[config.mk]
export PLATFORM = sky130hd
export DESIGN_NAME = pmac_dp
export DESIGN_NICKNAME = d
export VERILOG_FILES = /design/src/rtl/pmac_pkg.sv /design/src/rtl/pmac_mul.sv /design/src/rtl/pmac_dp.sv
export SDC_FILE = /design/constraint.sdc
export NUM_CORES = 1
export LEC_CHECK = 0
export CAP_MARGIN = 20
export CORE_ASPECT_RATIO = 0.6
export CORE_MARGIN = 3
export CORE_UTILIZATION = 40
export CTS_BUF_LIST = sky130_fd_sc_hd__clkbuf_4
export DETAILED_ROUTE_END_ITERATION = 7
export HOLD_SLACK_MARGIN = 0.12
export PLACE_DENSITY = 0.68
export SLEW_MARGIN = 40
export SYNTH_ARGS = -nofsm -noshare
export SYNTH_HDL_FRONTEND = slang
export SYNTH_SLANG_ARGS = --single-unit
[constraint.sdc]
create_clock -name clk -period 4.55 [get_ports clk]
set_input_delay 0.6825 -clock clk [delete_from_list [all_inputs] [get_ports clk]]
set_output_delay 0.6825 -clock clk [all_outputs]
set_load 0.1 [all_outputs]
[src/rtl/pmac_pkg.sv]
// rtl/pmac_pkg.sv - opcodes and widths shared by the packet controller and the MAC datapath
package pmac_pkg;
    localparam int DW_DEFAULT = 16;

    localparam logic [2:0] OUT_DATA1   = 3'd0;
    localparam logic [2:0] OUT_DATA2   = 3'd1;
    localparam logic [2:0] OUT_RES     = 3'd2;
    localparam logic [2:0] OUT_RES_ADD = 3'd3;
    localparam logic [2:0] LOAD_RES    = 3'd4;
    localparam logic [2:0] MUL         = 3'd5;
    localparam logic [2:0] MUL_ADD     = 3'd6;
    localparam logic [2:0] NO_OP       = 3'd7;
endpackage

[src/rtl/pmac_mul.sv]
// rtl/pmac_mul.sv - sequential shift-add multiplier, one multiplier bit per cycle
module pmac_mul
    import pmac_pkg::*;
#(
    parameter int DW = DW_DEFAULT,
    parameter int RW = 2 * DW
) (
    input  logic          clk,
    input  logic          nRst,
    input  logic          start,
    input  logic [RW-1:0] acc_init,
    input  logic [DW-1:0] a,
    input  logic [DW-1:0] b,
    output logic          busy,
    output logic          done,
    output logic [RW-1:0] product
);
    localparam int CW = $clog2(DW + 1);

    typedef enum logic {IDLE, RUN} state_t;

    state_t        state_q, state_d;
    logic [CW-1:0] cnt_q, cnt_d;
    logic [RW-1:0] acc_q, acc_d;
    logic [RW-1:0] mcand_q, mcand_d;
    logic [DW-1:0] mplier_q, mplier_d;
    logic [RW-1:0] acc_nxt;

    always_ff @(posedge clk or negedge nRst) begin
        if (!nRst) begin
            state_q  <= IDLE;
            cnt_q    <= '0;
            acc_q    <= '0;
            mcand_q  <= '0;
            mplier_q <= '0;
        end else begin
            state_q  <= state_d;
            cnt_q    <= cnt_d;
            acc_q    <= acc_d;
            mcand_q  <= mcand_d;
            mplier_q <= mplier_d;
        end
    end

    always_comb begin
        state_d  = state_q;
        cnt_d    = cnt_q;
        acc_d    = acc_q;
        mcand_d  = mcand_q;
        mplier_d = mplier_q;
        done     = 1'b0;
        acc_nxt  = acc_q + (mplier_q[0] ? mcand_q : '0);
        case (state_q)
            IDLE: begin
                if (start) begin
                    acc_d    = acc_init;
                    mcand_d  = {{(RW-DW){1'b0}}, a};
                    mplier_d = b;
                    cnt_d    = CW'(DW);
                    state_d  = RUN;
                end
            end
            default: begin
                acc_d    = acc_nxt;
                mcand_d  = mcand_q << 1;
                mplier_d = mplier_q >> 1;
                cnt_d    = cnt_q - CW'(1);
                // Final iteration hands its sum straight out so res lands DW+1 cycles after start
                if (cnt_q == CW'(1)) begin
                    done    = 1'b1;
                    state_d = IDLE;
                end
            end
        endcase
    end

    assign busy    = (state_q == RUN);
    assign product = acc_nxt;
endmodule

[src/rtl/pmac_dp.sv]
// rtl/pmac_dp.sv - bit-serial MAC datapath: daisy-chained operand/result shifting, serial add, multiply
module pmac_dp
    import pmac_pkg::*;
#(
    parameter int DW = DW_DEFAULT,
    parameter int RW = 2 * DW
) (
    input  logic          clk,
    input  logic          nRst,
    input  logic [2:0]    opcode,
    input  logic          rx,
    output logic          tx,
    output logic          busy,
    output logic [RW-1:0] res_q
);
    logic [DW-1:0] data1_q, data1_d;
    logic [DW-1:0] data2_q, data2_d;
    logic [RW-1:0] res_d;
    logic          carry_q, carry_d;
    logic          tx_q, tx_d;
    logic [2:0]    prev_op_q;
    logic          cin;
    logic          mul_start, mul_busy, mul_done;
    logic [RW-1:0] mul_product;

    assign mul_start = !mul_busy && (opcode == MUL || opcode == MUL_ADD);

    pmac_mul #(.DW(DW), .RW(RW)) u_mul (
        .clk      (clk),
        .nRst     (nRst),
        .start    (mul_start),
        .acc_init ((opcode == MUL_ADD) ? res_q : '0),
        .a        (data1_q),
        .b        (data2_q),
        .busy     (mul_busy),
        .done     (mul_done),
        .product  (mul_product)
    );

    always_ff @(posedge clk or negedge nRst) begin
        if (!nRst) begin
            data1_q   <= '0;
            data2_q   <= '0;
            res_q     <= '0;
            carry_q   <= 1'b0;
            tx_q      <= 1'b1;
            prev_op_q <= NO_OP;
        end else begin
            data1_q   <= data1_d;
            data2_q   <= data2_d;
            res_q     <= res_d;
            carry_q   <= carry_d;
            tx_q      <= tx_d;
            prev_op_q <= opcode;
        end
    end

    // A fresh add window starts with no carry-in
    assign cin = (prev_op_q == OUT_RES_ADD) ? carry_q : 1'b0;

    always_comb begin
        data1_d = data1_q;
        data2_d = data2_q;
        res_d   = res_q;
        carry_d = carry_q;
        tx_d    = 1'b1;
        if (mul_done) begin
            res_d = mul_product;
        end else if (!mul_busy) begin
            case (opcode)
                OUT_DATA1: begin
                    tx_d    = data1_q[0];
                    data1_d = {rx, data1_q[DW-1:1]};
                end
                OUT_DATA2: begin
                    tx_d    = data2_q[0];
                    data2_d = {rx, data2_q[DW-1:1]};
                end
                OUT_RES: begin
                    tx_d  = res_q[0];
                    res_d = {rx, res_q[RW-1:1]};
                end
                OUT_RES_ADD: begin
                    tx_d    = res_q[0] ^ rx ^ cin;
                    carry_d = (res_q[0] & rx) | (res_q[0] & cin) | (rx & cin);
                    res_d   = {rx, res_q[RW-1:1]};
                end
                LOAD_RES: begin
                    tx_d  = rx;
                    res_d = {rx, res_q[RW-1:1]};
                end
                default: tx_d = 1'b1;
            endcase
        end
    end

    assign tx   = tx_q;
    assign busy = mul_busy;
endmodule

[After elaboration in Yosys (flattened, before gate mapping)]
Index checks and enable logic that the tools add are counted.
Word-level totals
  output and inout port bits: 34
  register bits after elaboration: 155
  word-level logic and storage cells: 64
  input bits: 6
Cells by class
  bitwise logic cells: 9
  eq/ne operators: 9
  mux-type cells: 22
  $add $sub $neg: 2
  reductions and logical operators: 11
Operators with widths (count)
  $mux W32: 9
  $add A32 B32 Y32: 1
  $mux W16: 2
  $mux W5: 2
  $eq A3 B2 Y1 const B: 3
  $eq A3 B3 Y1 const B: 3
  $reduce_and A3 Y1: 3
  $mux W1: 8
  $eq A5 B1 Y1 const B: 1
  $pmux W1 S5: 1
  $sub A5 B1 Y5 const B: 1
  $reduce_bool A2 Y1: 2
  $and A1 B1 Y1: 3
  $eq A3 B1 Y1 const B: 1
  $logic_not A3 Y1: 1
  $reduce_or A3 Y1: 1
  $ne A2 B2 Y1 const B: 1
  $not A1 Y1: 2
  $or A1 B1 Y1: 2
  $reduce_and A2 Y1: 1
  $xor A1 B1 Y1: 2
  $logic_and A1 B1 Y1: 1
  $logic_not A1 Y1: 1
  $logic_or A1 B1 Y1: 1

[Logic depth before layout (Yosys ltp)]
Gate-level depths: netlist (run 1).
  depth in word-level cells: 6
  gate-level depth with buffers: 12

[Modules after synthesis]
From an unflattened synthesis (run 1), not the netlist that was laid out.
Unflattened totals
  cells, all modules: 1013
  area, all modules: 9599.2 µm²
Modules (own cells, without submodules)
  pmac_mul: sequential area each 2152.1 µm², cells an instance 673, instances 1, area an instance 5913.2 µm²
  pmac_dp: sequential area each 1731.7 µm², cells an instance 340, instances 1, area an instance 3686.0 µm²

[Worst setup path after synthesis (run 1)]
Ideal clock, no wire load.
  path type: reg-to-reg
  start: register u_mul.mplier_q[0]
  end: register res_q[28]
  arrival: 2.607 ns
  stages on the path, launching flop included: 11
  setup time: 0.129 ns
  buffers on the path: 1
  clock period less this slack: 2.736 ns
  setup slack: 1.814 ns
  cell sequence: dfrtp_1 -> clkbuf_1 -> and2_1 -> fa_1 -> a211oi_1 -> o21ai_0 -> a41oi_2 -> o21ai_2 -> a31o_4 -> a2111oi_2 -> nor2_1
On the way
  longest elaborated chain between the ends: 3
RTL lines
  from (decl): RTL line pmac_mul.sv:26  | logic [DW-1:0] mplier_q, mplier_d;
  from (signal assigned): RTL line pmac_mul.sv:41  | mplier_q <= mplier_d;
  $mux W32: RTL line pmac_mul.sv:52  | acc_nxt = acc_q + (mplier_q[0] ? mcand_q : '0);
  $add A32 B32 Y32: RTL line pmac_mul.sv:52
  $mux W32: RTL line pmac_dp.sv:67  | if (mul_done) begin
  to (signal assigned): RTL line pmac_dp.sv:51  | res_q <= res_d;
  to (decl): RTL line pmac_dp.sv:14  | output logic [RW-1:0] res_q
Every way passes these cells.
A chain may end at the register's enable or synchronous reset.

[Worst setup path after layout (run 1)]
Same ends and word-level chain as after synthesis.

==> results.json, run 1 <==
{
  "io_buffer_count": 39,
  "grt_pass1_vias": 6588,
  "ys_ff_latch": 155,
  "die_area_um2": 23800,
  "violations": "design-rule violations",
  "gp_congestion": 0.929,
  "ys_types": 75,
  "async_flop_share_pct": 100,
  "finClkSkew_ns": 0.0282,
  "cts_buffer_depth": 2,
  "cts_resized": 0,
  "wl_per_cell_um": 19.4,
  "cp_max_fo": 33,
  "synth_top_cells_by_area": "dfrtp_1 43%, nand2_1 6.3%, o21ai_0 5.0%, ha_1 4.7%, mux2i_1 4.6%",
  "io_pins": 40,
  "cp_num_buf_inv": 0,
  "drive_above_1_share_pct": 15.4,
  "slew_violations": 0,
  "synthCells": 905,
  "drt_first_iter_violations": 788,
  "hpwl_um": 16400,
  "status": "complete, but fails checks",
  "power_density_nw_per_um2": 594,
  "post-place-ws_ns": 1.08,
  "fillers": 2097,
  "dpl.cell_count": 1179,
  "synth_top_area_share_pct": 43.1,
  "die-width_um": 197,
  "h-tree-depth": 4,
  "hold_viol": 0,
  "synthTopCellsByCount": "151 x dfrtp_1, 147 x nand2_1, 88 x o21ai_0",
  "syn_area_um2": 8760,
  "syn_avg_cell_area_um2": 9.68,
  "endpoint_kind": "flip-flop",
  "path_cells": "and2_1 -> ha_1 -> fa_1 -> a211oi_1 -> o21ai_0 -> a41oi_2 -> o21ai_2 -> a31o_4 -> a2111oi_2 -> nor2_1",
  "synth.net_count": 946,
  "clk_pin_slew_worst_paths_ns": 0.16,
  "vias": 7055,
  "cts_sinks": 155,
  "leakagePower_nw": 4.49,
  "routed_wl_um": 23500,
  "rows": 41,
  "initial_core_util_pct": 41.3,
  "numCtsBuffers": 17,
  "fin_setup_tns_ns": 0,
  "grt_usage_pct": 20.3,
  "coreArea_um2": 21200,
  "ys_seq_area_share_pct": 44.3,
  "multi_input_area_um2": 4560,
  "synth-edff-count": 0,
  "cp.required_ns": 5.04,
  "relSlewSlack_pct": 44.9,
  "cp_slowest_cell": "dfrtp_2",
  "ant_nets": 0,
  "final.setup.worst_slack_ns": 1.26,
  "postCtsSetupBuffers": 0,
  "rsz0062_at_grt": "no",
  "grt_start_max_net_pins": 105,
  "max_stage_delay_ns": 0.63,
  "antenna_found_initial": 0,
  "tightest_slew_ns": 0.805,
  "cap_viol_max_count": 0,
  "synth.most_common_cell": "dfrtp_1",
  "fin_crit_ns": 3.29,
  "area_growth_pct": 8.94,
  "criticalPathCategory": "flip-flop to flip-flop",
  "fmax_ghz": 0.304,
  "start_kind": "flip-flop",
  "finalNetCount": 963,
  "drc": 5,
  "vias_per_cell": 5.81,
  "drt_pass1_iterations": 8,
  "final_cell_count_no_fill": 1214,
  "finalPower_mw": 5.67,
  "hold_path.class": "flip-flop to flip-flop",
  "synth_top_cell_by_area": "dfrtp_1",
  "finalSetupViolCount": 0,
  "crit_family": "compound AO/OA/AOI/OAI gates",
  "peakVddDrop_uv": 332,
  "cts_tree": "built",
  "n_antenna_cell": 0,
  "cts_root_buffer": "clkbuf_4",
  "yosysWarnings": 0,
  "grt_pass1_wl_um": 37700,
  "ys.flop_type": "dfrtp_1",
  "seq_area_um2": 3890,
  "clock_latency_ns": 0.59,
  "fin_crit_sh_pct": 72.4,
  "arrival_ns": 3.78,
  "cts_hold_buf": 0,
  "grt-ovfl-total": 0,
  "fp.dieH_um": 121
}
## metrics by stage
step	hold WS (ns)	area, um2	util, %
2_1_floorplan	0.387	8760	-
3_3_place_gp	0.468	9380	44.1
3_5_place_dp	0.476	9220	43.4
4_1_cts	0.132	9500	44.7
5_1_grt	0.534	9550	45.0
6_report	0.502	9550	45.0
## placed cells by master (no fill, tap or decap), types with 4 or more instances in the layout
master,synthesis,final
a211oi_1,4,4
a21o_1,15,15
a21oi_1,41,41
a21oi_2,4,4
a221o_1,8,8
a221oi_1,11,11
a222oi_1,7,7
a22oi_1,30,30
and2_1,37,37
and3_1,9,9
buf_2,13,34
buf_4,2,16
clkbuf_4,0,17
clkdlybuf4s50_1,0,4
dfrtp_1,151,149
dfstp_2,4,4
ha_1,33,33
inv_1,18,18
inv_6,0,4
mux2_2,32,32
mux2i_1,40,40
nand2_1,147,146
nand3_1,10,10
nand4_1,7,7
nor2_1,32,31
nor2b_1,4,4
nor3_1,7,7
nor4_1,4,4
o211ai_1,5,5
o21a_1,5,5
o21ai_0,88,88
o21bai_1,5,5
xnor2_1,11,11
xor2_1,20,20
## logic make-up (layout without fill, tap and decap cells)
family | after synthesis | count (layout) | synth area share [%]
AO/OA/AOI/OAI | 260 | 260 | 20.0
XOR/XNOR | 31 | 31 | 3.10
adder cells (fa/ha/maj) | 35 | 35 | 5.17
buffers and inverters | 78 | 108 | 4.03
flip-flops | 155 | 155 | 44.3
multiplexers | 72 | 72 | 8.68
AND/OR/NAND/NOR | 274 | 274 | 14.7
## worst paths after layout
kind,from,end,slack (ns),cells past startpoint
worst max-delay path,u_mul.mplier_q[0],res_q[28],1.26,10
min in group asynchronous,nRst,u_mul.acc_q[27],0.55,2
worst min register to register,u_mul.mplier_q[15],u_mul.mplier_q[14],0.50,2
worst max register to register,u_mul.mplier_q[0],res_q[28],1.26,10
worst min-delay path,u_mul.mplier_q[15],u_mul.mplier_q[14],0.50,2
max in group asynchronous,nRst,u_mul.mcand_q[9],3.03,4
## tightest hold or removal path, cell delays in order (launching register included)
cell and delay (ns):
dfrtp_1 0.37, nand2_1 0.05, o21ai_0 0.06
## metal layers
layer,vias to the layer above,wire (um),GRT usage (%)
li1,3319,-,-
met1,3413,12000,32.9
met2,304,8770,25.4
met3,19,2550,6.93
met4,0,178,3.96
met5,-,0,0
## power breakdown
part	switching, mW	internal, mW	total (mW)
clock	0.584	0.292	0.876
sequential	0.386	1.74	2.12
combinational	2.00	0.673	2.67
total	2.97	2.70	5.67
## flip-flops by register name, summed over array words and instances, names as in the netlist
register,cells
u_mul.cnt_q,5
u_mul.busy,1
u_mul.mcand_q,32
data1_q,16
tx,1
prev_op_q,3
res_q,32
carry_q,1
u_mul.acc_q,32
u_mul.mplier_q,16
data2_q,16
## final cells by class
class                           count  area share, %
Clock buffer                       17           1.34
Clock inverter                     15           1.64
Inverter                           18          0.708
Multi-Input combinational cell    672           47.7
Sequential cell                   155           40.7
Tap cell                          279           3.66
Timing Repair Buffer               58           4.22
No activity file was read; power rests on OpenSTA's default activity.
==> inputs of run 2 (changes only) <==
--- a/config.mk
+++ b/config.mk
@@ -12,7 +12,7 @@
 export CTS_BUF_LIST = sky130_fd_sc_hd__clkbuf_4
 export DETAILED_ROUTE_END_ITERATION = 7
 export HOLD_SLACK_MARGIN = 0.12
-export PLACE_DENSITY = 0.68
+export PLACE_DENSITY = 0.7
 export SLEW_MARGIN = 40
 export SYNTH_ARGS = -nofsm -noshare
 export SYNTH_HDL_FRONTEND = slang
==> constraint.sdc (replaced) <==
create_clock -name clk -period 2.9 [get_ports clk]
set_input_delay 0.435 -clock clk [delete_from_list [all_inputs] [get_ports clk]]
set_output_delay 0.435 -clock clk [all_outputs]
set_load 0.1 [all_outputs]
==> results.json, run 2 (same netlist as run 1, synthesis figures left out) <==
{
  "ant_nets": 0,
  "hold_path.class": "input pin to asynchronous set/reset pin",
  "crit_top_cell": "o211ai_1",
  "relSlewSlack_pct": 44.9,
  "peakVddDrop_uv": 577,
  "numCtsBuffers": 17,
  "clock_latency_ns": 0.60,
  "reg_top3": "res_q (32), u_mul.acc_q (32), u_mul.mcand_q (32)",
  "grt_pass1_vias": 6602,
  "endpoint_kind": "flip-flop",
  "n_antenna_cell": 0,
  "cp_num_buf_inv": 1,
  "finalSetupViolCount": 0,
  "grt_pass1_wl_um": 37600,
  "initial_core_util_pct": 41.3,
  "vias_per_cell": 5.78,
  "grt_usage_pct": 20.1,
  "fin_crit_ns": 2.84,
  "fp.dieH_um": 121,
  "criticalPathCategory": "flip-flop to flip-flop",
  "layout_commonest_cell": "dfrtp_1",
  "power_density_nw_per_um2": 907,
  "drt_first_iter_violations": 730,
  "dpl.cell_count": 1224,
  "cts_tree": "built",
  "io_buffer_count": 39,
  "io_pins": 40,
  "finalNetCount": 1009,
  "drc": 0,
  "cts_buffer_depth": 2,
  "path_cells": "buf_4 -> and2_1 -> ha_1 -> o211ai_1 -> o211ai_1 -> nand4_1 -> a211oi_4 -> o21ai_4 -> or3_1 -> nand3_1",
  "routed_wl_um": 23800,
  "stdcell_area_um2": 10200,
  "tightest_slew_ns": 0.826,
  "cp.required_ns": 3.43,
  "grt_start_max_net_pins": 62,
  "layout_common_cells": "149 x dfrtp_1, 144 x nand2_1, 94 x buf_4",
  "h-tree-depth": 4,
  "arrival_ns": 3.36,
  "coreArea_um2": 21200,
  "cp_max_fo": 8,
  "crit_family": "compound AO/OA/AOI/OAI gates",
  "slew_violations": 0,
  "leakagePower_nw": 4.75,
  "hold_viol": 0,
  "fin_crit_sh_pct": 97.8,
  "die-width_um": 197,
  "cp_slowest_cell": "dfrtp_2",
  "rows": 41,
  "die_area_um2": 23800,
  "status": "complete, no violations",
  "rsz0062_at_grt": "yes",
  "cap_viol_max_count": 0,
  "vias": 7279,
  "drive_above_1_share_pct": 22.8,
  "area_growth_pct": 16.9,
  "start_kind": "flip-flop",
  "fin_setup_tns_ns": 0,
  "fin_util_pct": 48.3,
  "drt_pass1_iterations": 5,
  "hpwl_um": 17000,
  "grt-ovfl-total": 0,
  "cts_root_buffer": "clkbuf_4",
  "gp_congestion": 0.978,
  "max_stage_delay_ns": 0.48,
  "fmax_ghz": 0.353,
  "dpl_cell_area_um2": 9660,
  "cts_sinks": 155,
  "final_cell_count_no_fill": 1260,
  "clk_pin_slew_worst_paths_ns": 0.16,
  "antenna_found_initial": 0,
  "finClkSkew_ns": 0.0285,
  "wl_per_cell_um": 18.9
}
-- run 2: cell count changes in the layout (fill, tap and decap cells not counted), moves of 6 or more --
| cell | delta |
|---|---|
| buf_4 | +78 |
| ha_1 | -12 |
| o21ai_0 | -6 |
| ha_4 | +8 |
| buf_2 | -34 |
-- run 2: final timing paths --
| check | start | endpoint | slack (ns) | cells past startpoint |
|---|---|---|---|---|
| worst min register to register | u_mul.mplier_q[15] | u_mul.mplier_q[14] | 0.50 | 2 |
| worst max-delay path | u_mul.mplier_q[0] | u_mul.acc_q[30] | 0.06 | 10 |
| min in group clk | opcode[2] | prev_op_q[2] | 0.45 | 2 |
| max in group asynchronous | nRst | tx | 1.78 | 3 |
| worst max register to register | u_mul.mplier_q[0] | u_mul.acc_q[30] | 0.06 | 10 |
| worst min-delay path | nRst | res_q[26] | 0.36 | 2 |
-- run 2: stage by stage --
step | setup slack, ns | power (mW) | hold WS [ns]
3_3_place_gp | -0.0231 | 7.75 | 0.429
5_1_grt | -0.0623 | 9.83 | 0.362
2_1_floorplan | 0.164 | 6.51 | 0.139
3_5_place_dp | -0.139 | 7.82 | 0.431
4_1_cts | -0.0146 | 9.17 | 0.336
6_report | 0.0641 | 9.30 | 0.362
-- run 2: cell type report --
type | instances | area, um2
multi-input cells | 672 | 4820
flip-flops and latches | 155 | 3890
repair buffers | 104 | 838
clock buffers | 17 | 128
clock inverters | 15 | 153
fillers | 1994 | 11000
inverters | 18 | 67.6
well taps | 279 | 349
-- run 2: power breakdown --
part | leakage (nW) | total [mW] | switching [mW] | internal, mW
Sequential | 2.06 | 3.34 | 0.616 | 2.72
Clock | 0.150 | 1.33 | 0.935 | 0.391
Combinational | 2.54 | 4.63 | 3.24 | 1.39
-- run 2: what timing repair did --
| action | CTS | global route |
|---|---|---|
| setup buffers | 1 | 2 |
| hold buffers | 1 | 0 |
| hold endpoints to repair | 48 | 0 |
| gates resized for setup | 9 | 44 |
| pin swaps | 3 | 11 |
| endpoints found under the setup margin | 16 | 32 |
-- run 2: metal layers --
metal | vias up | track usage, % | routed length (um)
met3 | 18 | 5.10 | 1930
met4 | 0 | 4.27 | 170
met1 | 3608 | 33.1 | 12400
li1 | 3399 | - | -
met5 | - | 0 | 0
met2 | 254 | 25.8 | 9250
==> inputs of run 3 (changes only) <==
--- a/config.mk
+++ b/config.mk
@@ -5,14 +5,14 @@
 export SDC_FILE = /design/constraint.sdc
 export NUM_CORES = 1
 export LEC_CHECK = 0
-export CAP_MARGIN = 20
+export CAP_MARGIN = 10
 export CORE_ASPECT_RATIO = 0.6
 export CORE_MARGIN = 3
-export CORE_UTILIZATION = 40
+export CORE_UTILIZATION = 35
 export CTS_BUF_LIST = sky130_fd_sc_hd__clkbuf_4
 export DETAILED_ROUTE_END_ITERATION = 7
 export HOLD_SLACK_MARGIN = 0.12
-export PLACE_DENSITY = 0.7
+export PLACE_DENSITY = 0.64
 export SLEW_MARGIN = 40
 export SYNTH_ARGS = -nofsm -noshare
 export SYNTH_HDL_FRONTEND = slang
==> results.json, run 3 (same netlist as run 1, synthesis figures left out) <==
{
  "grt_usage_pct": 18.6,
  "cp-endpoint": "res_q[28]",
  "cts_sinks": 155,
  "peakVddDrop_uv": 542,
  "fin_setup_tns_ns": 0,
  "arrival_ns": 3.31,
  "h-tree-depth": 4,
  "layout_common_cells": "150 x dfrtp_1, 145 x nand2_1, 101 x buf_4",
  "fp.dieH_um": 129,
  "regToRegSetupSlack_ns": 0.07,
  "combPwrFrac_pct": 49.1,
  "cts_root_buffer": "clkbuf_4",
  "final.setup.worst_slack_ns": 0.0703,
  "die-width_um": 210,
  "dpl.cell_count": 1277,
  "max_stage_delay_ns": 0.44,
  "gp_congestion": 0.931,
  "drc": 0,
  "reg2reg_depth": 10,
  "cp-startpoint": "u_mul.mplier_q[0]",
  "hold_path.class": "input pin to asynchronous set/reset pin",
  "p_int_mw": 4.77,
  "crit_top_cell": "and2_1",
  "p_sw_mw": 4.71,
  "p_sw_share_pct": 49.7,
  "cp_max_fo": 14,
  "post-place-ws_ns": -0.0371,
  "path_cells": "buf_6 -> and2_1 -> ha_1 -> a21oi_2 -> o21ai_2 -> a221o_1 -> and2_1 -> a31o_4 -> a2111oi_4 -> nor2_1",
  "status": "complete, no violations",
  "fin_crit_sh_pct": 97.6,
  "hold_viol": 0,
  "grt_start_max_net_pins": 64,
  "sequentialPowerShare_pct": 35.2,
  "cts_tree": "built",
  "reg2reg_to": "res_q[28]",
  "vias_per_cell": 5.54,
  "vias": 7275,
  "drt_pass1_iterations": 5,
  "wl_per_cell_um": 18.6,
  "hpwl_um": 17800,
  "io_buffer_count": 39,
  "fmax_ghz": 0.353,
  "power_density_nw_per_um2": 915,
  "drive_above_1_share_pct": 23.2,
  "cp.required_ns": 3.38,
  "endpoint_kind": "flip-flop",
  "layout_commonest_cell": "dfrtp_1",
  "cts_buffer_depth": 2,
  "grt_pass1_vias": 6914,
  "clkPwrFrac_pct": 15.6,
  "relSlewSlack_pct": 52.0,
  "initial_core_util_pct": 35.9,
  "routed_wl_um": 24400,
  "clock_latency_ns": 0.59,
  "rsz0062_at_grt": "yes",
  "clk_pin_slew_worst_paths_ns": 0.14,
  "slew_violations": 0,
  "ant_nets": 0,
  "coreArea_um2": 24400,
  "numCtsBuffers": 17,
  "drt_first_iter_violations": 785,
  "io_pins": 40,
  "area_growth_pct": 18.2,
  "grt_pass1_wl_um": 39500,
  "final_cell_count_no_fill": 1312,
  "finalSetupViolCount": 0,
  "rr_startpoint": "u_mul.mplier_q[0]",
  "grt-ovfl-total": 0,
  "finalNetCount": 1018,
  "start_kind": "flip-flop",
  "rows": 44,
  "leakagePower_nw": 4.81,
  "criticalPathCategory": "flip-flop to flip-flop",
  "n_antenna_cell": 0,
  "cp_slowest_cell": "dfrtp_1",
  "fin_util_pct": 42.5,
  "tightest_slew_ns": 0.720,
  "fin_crit_ns": 2.83,
  "finClkSkew_ns": 0.0201,
  "reg_top3": "res_q (32), u_mul.acc_q (32), u_mul.mcand_q (32)",
  "cap_viol_max_count": 0,
  "die_area_um2": 27000,
  "antenna_found_initial": 1
}
-- run 3: cell count changes in the layout (fill, tap and decap cells not counted), moves of 3 or more --
cell	delta
clkbuf_4	+3
buf_4	+7
inv_8	-4
a21oi_1	-3
a21oi_2	+3
ha_4	-3
bufinv_16	+3
-- run 3: through the flow --
step | power, mW | hold slack, ns | cell area [um2]
global route | 10.1 | 0.396 | 10400
global placement | 7.87 | 0.467 | 9820
finish | 9.48 | 0.378 | 10400
floorplan | 6.51 | 0.139 | 8760
CTS | 9.41 | 0.371 | 10200
detailed placement | 7.91 | 0.462 | 9820
-- run 3: power by group through the flow --
stage	sequential [mW]	clock (mW)	combinational (mW)
floorplan	4.54	0	1.97
global placement	3.36	0	4.51
detailed placement	3.35	0	4.56
CTS	3.32	1.52	4.57
global route	3.43	1.61	5.01
finish	3.34	1.48	4.66
-- run 3: how the worst min path moves through the flow --
stage | from | to | slack, ns | depth (start not counted)
after floorplan | nRst | carry_q | 0.14 | 0
after global placement | nRst | res_q[25] | 0.47 | 1
after detailed placement | nRst | res_q[25] | 0.46 | 1
after CTS | nRst | res_q[25] | 0.37 | 2
after global routing | nRst | res_q[25] | 0.40 | 2
final | nRst | res_q[25] | 0.38 | 2
-- run 3: cell type report --
type                            count  area [um2]
Tap cell                          322         403
Clock inverter                     12         163
Multi-Input combinational cell    672        4760
Clock buffer                       20         150
Timing Repair Buffer              113         931
Inverter                           18        67.6
Fill cell                        2403       14000
Sequential cell                   155        3890
-- run 3: timing repair --
action / 4_1_cts / 5_1_grt
resized for setup: 2 / 40
hold buffers: 1 / 0
hold endpoints to repair: 60 / 0
buffers inserted: 1 / 1
pin swaps: 3 / 11
endpoints found under the setup margin: 13 / 26
-- run 3: critical path, delay by kind of cell, from the launching register on --
| family | cells | cell delay, ns |
|---|---|---|
| AOI/OAI and AO/OA | 5 | 1.28 |
| and+or+nand+nor | 3 | 0.48 |
| DFF | 1 | 0.44 |
| buffers and inverters | 1 | 0.17 |
| adders and majority gates | 1 | 0.35 |
-- run 3: routing by layer --
| metal | wire [um] | GRT usage, % | up-vias |
|---|---|---|---|
| li1 | - | - | 3420 |
| met1 | 12700 | 30.5 | 3559 |
| met2 | 9200 | 23.6 | 280 |
| met3 | 2350 | 5.34 | 16 |
| met4 | 209 | 3.29 | 0 |
| met5 | 0 | 0 | - |
